## src/rtl/imem_program_loader.sv

```systemverilog
// Loads a program image from a UART byte stream into instruction memory,
// packing bytes MSB-first into 32-bit words while holding the CPU halted.
module imem_program_loader #(
    parameter int ADDR_WIDTH     = 14,
    parameter int TIMEOUT_CYCLES = 1000
) (
    input  logic                  clk,
    input  logic                  rst_n,
    input  logic                  start,
    input  logic                  rx_valid,
    input  logic [7:0]            rx_data,
    output logic                  rx_ready,
    output logic                  imem_we,
    output logic [ADDR_WIDTH-1:0] imem_addr,
    output logic [31:0]           imem_wdata,
    output logic                  cpu_hold,
    output logic                  done,
    output logic [ADDR_WIDTH:0]   word_count
);

    localparam int TW = (TIMEOUT_CYCLES > 2) ? $clog2(TIMEOUT_CYCLES) : 1;
    localparam logic [TW-1:0] T_LAST = TW'(TIMEOUT_CYCLES - 1);

    typedef enum logic [1:0] {IDLE, LOAD, WRITE, DONE} state_t;

    state_t                state;
    logic [1:0]            idx;
    logic [ADDR_WIDTH-1:0] addr;
    logic [31:0]           word;
    logic [ADDR_WIDTH:0]   wcnt;
    logic [TW-1:0]         tcnt;
    logic                  flush;

    // All outputs decode from state/registers only, never from rx_valid or start.
    assign rx_ready   = (state == LOAD);
    assign imem_we    = (state == WRITE);
    assign cpu_hold   = (state != IDLE);
    assign done       = (state == DONE);
    assign imem_addr  = addr;
    assign imem_wdata = word;
    assign word_count = wcnt;

    // NOTE: sequential state uses non-blocking assignments so every register
    // samples pre-edge values regardless of statement order.
    always_ff @(posedge clk or negedge rst_n) begin
        if (!rst_n) begin
            state <= IDLE;
            idx   <= '0;
            addr  <= '0;
            word  <= '0;
            wcnt  <= '0;
            tcnt  <= '0;
            flush <= 1'b0;
        end else begin
            case (state)
                IDLE: begin
                    if (start) begin
                        state <= LOAD;
                        idx   <= '0;
                        addr  <= '0;
                        word  <= '0;
                        wcnt  <= '0;
                        tcnt  <= '0;
                        flush <= 1'b0;
                    end
                end
                LOAD: begin
                    if (rx_valid) begin
                        // ~idx == 3-idx: byte 0 lands in bits [31:24].
                        word[{~idx, 3'b000} +: 8] <= rx_data;
                        idx  <= idx + 2'd1;
                        tcnt <= '0;
                        if (idx == 2'd3)
                            state <= WRITE;
                    end else if (tcnt == T_LAST) begin
                        tcnt <= '0;
                        // Unreceived low bytes are already zero: the word
                        // register is cleared on start and after every write.
                        if (idx != 2'd0) begin
                            flush <= 1'b1;
                            state <= WRITE;
                        end else begin
                            state <= DONE;
                        end
                    end else begin
                        tcnt <= tcnt + 1'b1;
                    end
                end
                WRITE: begin
                    wcnt <= wcnt + 1'b1;
                    addr <= addr + 1'b1;
                    word <= '0;
                    idx  <= '0;
                    tcnt <= '0;
                    if (flush || (addr == {ADDR_WIDTH{1'b1}}))
                        state <= DONE;
                    else
                        state <= LOAD;
                end
                DONE: begin
                    flush <= 1'b0;
                    state <= IDLE;
                end
                default: state <= IDLE;
            endcase
        end
    end

endmodule

```

## config.mk

```make
export PLATFORM = sky130hd
export DESIGN_NAME = imem_program_loader
export DESIGN_NICKNAME = d
export VERILOG_FILES = /design/src/rtl/imem_program_loader.sv
export SDC_FILE = /design/constraint.sdc
export NUM_CORES = 1
export LEC_CHECK = 0
export ABC_AREA = 1
export CORE_MARGIN = 3
export CORE_UTILIZATION = 50
export CTS_CLUSTER_SIZE = 8
export DETAILED_ROUTE_END_ITERATION = 7
export PLACE_DENSITY = 0.88
export SLEW_MARGIN = 10
export SYNTH_ARGS = -nofsm -noshare
export SYNTH_HDL_FRONTEND = slang
export SYNTH_SLANG_ARGS = --single-unit
export TNS_END_PERCENT = 10
```

## constraint.sdc

```tcl
create_clock -name clk -period 2.1 [get_ports clk]
set_clock_uncertainty 0.1 [all_clocks]
set_input_delay 0.42 -clock clk [delete_from_list [all_inputs] [get_ports clk]]
set_output_delay 0.42 -clock clk [all_outputs]
set_load 0.02 [all_outputs]
```

==> results.py <==
metrics = {
    "sta": {
        "setup_slack_ns": 0.1026,
        "max_freq_ghz": 0.5007,
        "fin_crit_ns": 1.997,
        "slew_headroom_pct": 71.89,
        "tightest_slew_ns": 0.4202,
        "slew_viol_final": 0,
        "hold_violations": 12,
        "setup_violations": 0,
        "period_share_pct": 95.11,
        "hold_ws_ns": -0.01502,
        "tns_ns": 0,
        "rsz0062_at_grt": "false",
    },
    "global_route": {
        "gr-usage-met1_pct": 28.78,
        "grtUsageMet2_pct": 39.03,
        "use_met3_pct": 3.831,
        "grt_pass1_wl_um": 16530,
        "grt-ovfl-total": 0,
        "busiest_layer": "met2",
        "grt_max_degree": 77,
        "grt_use_total_pct": 22.84,
        "antenna_found_initial": 0,
        "first_global_vias": 3748,
    },
    "yosys": {
        "avgSynthCellArea_um2": 7.260,
        "synth-seq-cells": 76,
        "netlist_area_um2": 4044,
        "yosys.area.top_type": "dfrtp_1",
        "synth_nets": 578,
        "synth_area_leaders": "dfrtp_1 (47%), nand2_1 (18%), nor2_1 (7.9%)",
        "synth.distinct_cells": 30,
        "ys_seq_area_share_pct": 47.03,
        "synth_top_cell_area_share_pct": 47.03,
        "synth_cells": 557,
        "yosysWarnings": 0,
    },
    "clock_network": {
        "clock_path_buffers": 2,
        "htreeDepth": 3,
        "cts_sinks": 76,
        "clk_pin_slew_ns": 0.08,
        "root_buffer": "clkbuf_8",
        "cts_hold_buf": 0,
        "clkLatencyLatePin_ns": 0.35,
        "cts_made_buffers": 9,
        "cts_tree": "done",
    },
    "floorplanning": {
        "io_pins": 77,
        "die_y_um": 95.93,
        "coreArea_um2": 7807,
        "fp.dieArea_um2": 9203,
        "die_x_um": 95.93,
        "rows": 32,
        "initial_core_util_pct": 51.79,
    },
    "outcome": {
        "status": "finished with violations",
        "violations": "hold timing",
    },
    "worst_setup_path": {
        "cp-end-kind": "output port",
        "cp_num_buf_inv": 1,
        "regToRegSetupSlack_ns": 0.30,
        "path_cells": "clkdlybuf4s50_1",
        "path_class": "flop to output port",
        "worstPathArrival_ns": 1.48,
        "start_kind": "flop",
        "cp_slowest_cell": "clkdlybuf4s50_1",
        "cpPeakStageDelay_ns": 0.65,
        "crit_family": "buffers and inverters",
        "required_ns": 1.58,
        "worstPathMaxFanout": 8,
    },
    "routing": {
        "drc": 0,
        "routedWlPerCell_um": 13.28,
        "antenna_left": 0,
        "vias": 3972,
        "drt_pass1_iterations": 4,
        "drtIter0Drc": 203,
        "vias_per_cell": 5.261,
        "totalWireLength_um": 10020,
    },
    "final_layout": {
        "diodes": 0,
        "multi_input_area_um2": 1862,
        "seq_area_um2": 1903,
        "design_area_um2": 5180,
        "area_delta_synth_final_pct": 28.09,
        "fin_nets": 670,
        "nFillCells": 659,
        "drive_gt1_share_pct": 6.585,
    },
    "place": {
        "pre_cts_ws_ns": 0.08433,
        "hpwl_um": 7447,
        "portBuffers": 76,
        "place_area_um2": 4996,
        "finalWeightedCongestion": 0.9129,
    },
    "power": {
        "leakage_uw": 0.002577,
        "ir_drop_uv": 527.3,
        "power_density_nw_per_um2": 991.6,
    },
    "flow_run": {
        "max_cap_violations": 0,
    },
    "min_path": {
        "hp-class": "input pin to asynchronous set/reset pin",
    },
}
-- routing by layer --
metal  vias to the layer above  routed length [um]  part of all wire (%)
li1                       1931                   -                     -
met5                         -                   0                     0
met3                        19                 591                   5.9
met4                         0                 184                   1.8
met1                      1862                4209                    42
met2                       160                5037                    50
-- power by group --
part,total (uW),switching (uW),internal [uW]
Combinational,2220,1450,762
Sequential,1850,183,1660
Clock,1070,498,575
-- cell usage in the layout, fill, tap and decap left out, drive strengths merged, types with 2 or more instances in the layout --
cell type,n
o21a,2
nand3b,2
nand2,198
nand3,38
nor2,88
o21ai,22
nand4,4
clkdlybuf4s50,71
xor2,2
a21oi,15
a22o,2
buf,12
o22ai,4
clkbuf,13
inv,67
ha,9
nor3b,3
dlygate4sd2,3
dfrtp,76
nor3,15
-- metrics by stage --
step | power (uW) | instances | util, %
6_report | 5136 | 755 | 66.35
5_1_grt | 5472 | 755 | 66.35
4_1_cts | 5144 | 755 | 66.30
3_5_place_dp | 4086 | 740 | 63.99
3_3_place_gp | 3995 | 740 | 63.99
2_1_floorplan | 3241 | 557 | -
-- state kept, by name, summed over array words and instances (netlist names) --
signal,count
imem_wdata,32
word_count,15
imem_addr,14
tcnt,10
idx,2
state,2
flush,1
-- synthesized netlist by cell type --
library cell / n
a22o_1: 2
a32o_1: 1
nor3_1: 15
a31oi_1: 1
o22ai_1: 4
a21oi_1: 14
a21oi_2: 1
nand3_2: 1
o21ai_0: 21
dfrtp_1: 76
a21o_1: 1
xor2_1: 2
nor2_1: 85
nand2_1: 194
nand3_1: 37
clkbuf_1: 3
nand2_2: 4
mux2i_1: 1
nor2_8: 1
inv_4: 1
o21ai_2: 1
inv_1: 59
buf_2: 3
nor2_4: 2
ha_1: 9
nor3b_1: 3
inv_2: 7
nand4_1: 4
nand3b_1: 2
o21a_1: 2
-- area by class of cell --
| type | count | area share, % |
|---|---|---|
| Inverter | 67 | 4.903 |
| Tap cell | 102 | 2.464 |
| Sequential cell | 76 | 36.74 |
| Multi-Input combinational cell | 408 | 35.94 |
| Timing Repair Buffer | 87 | 16.40 |
| Clock buffer | 13 | 2.874 |
| Clock inverter | 2 | 0.6763 |
-- final timing paths --
| check | from | endpoint | cells after the start |
|---|---|---|---|
| max in group asynchronous | rst_n | state[0]$_DFFE_PN0P_ | 2 |
| min in group clk | imem_wdata[9]$_DFFE_PN0P_ | imem_wdata[9]$_DFFE_PN0P_ | 2 |
| setup reg to reg | idx[1]$_DFFE_PN0P_ | imem_wdata[11]$_DFFE_PN0P_ | 8 |
| hold reg to reg | imem_wdata[9]$_DFFE_PN0P_ | imem_wdata[9]$_DFFE_PN0P_ | 2 |
| setup / recovery | word_count[7]$_DFFE_PN0P_ | word_count[7] | 1 |
| hold / removal | rst_n | imem_addr[2]$_DFFE_PN0P_ | 2 |
-- cells by family after synthesis --
family                     after synthesis  share of synthesized area [%]
and+or+nand+nor                        348                          35.80
DFF                                     76                          47.03
buffers and inverters                   73                          6.931
AOI/OAI and AO/OA                       48                          6.776
adders and majority gates                9                          2.785
xor gates and xnor gates                 2                         0.4332
muxes                                    1                         0.2475
-- worst reg2reg max path: cells and delay by family, from the launching register on --
family,cells,cell delay (ns)
adders and majority gates,1,0.31
DFF,1,0.40
buffers and inverters,2,0.21
and+or+nand+nor,5,0.74
-- timing repair --
item	4_1_cts	5_1_grt
setup buffers	0	0
gates resized for setup	3	2
gates cloned	0	0
endpoints found under the setup margin	3	1
Note: power is estimated with default switching activity, not from simulation.
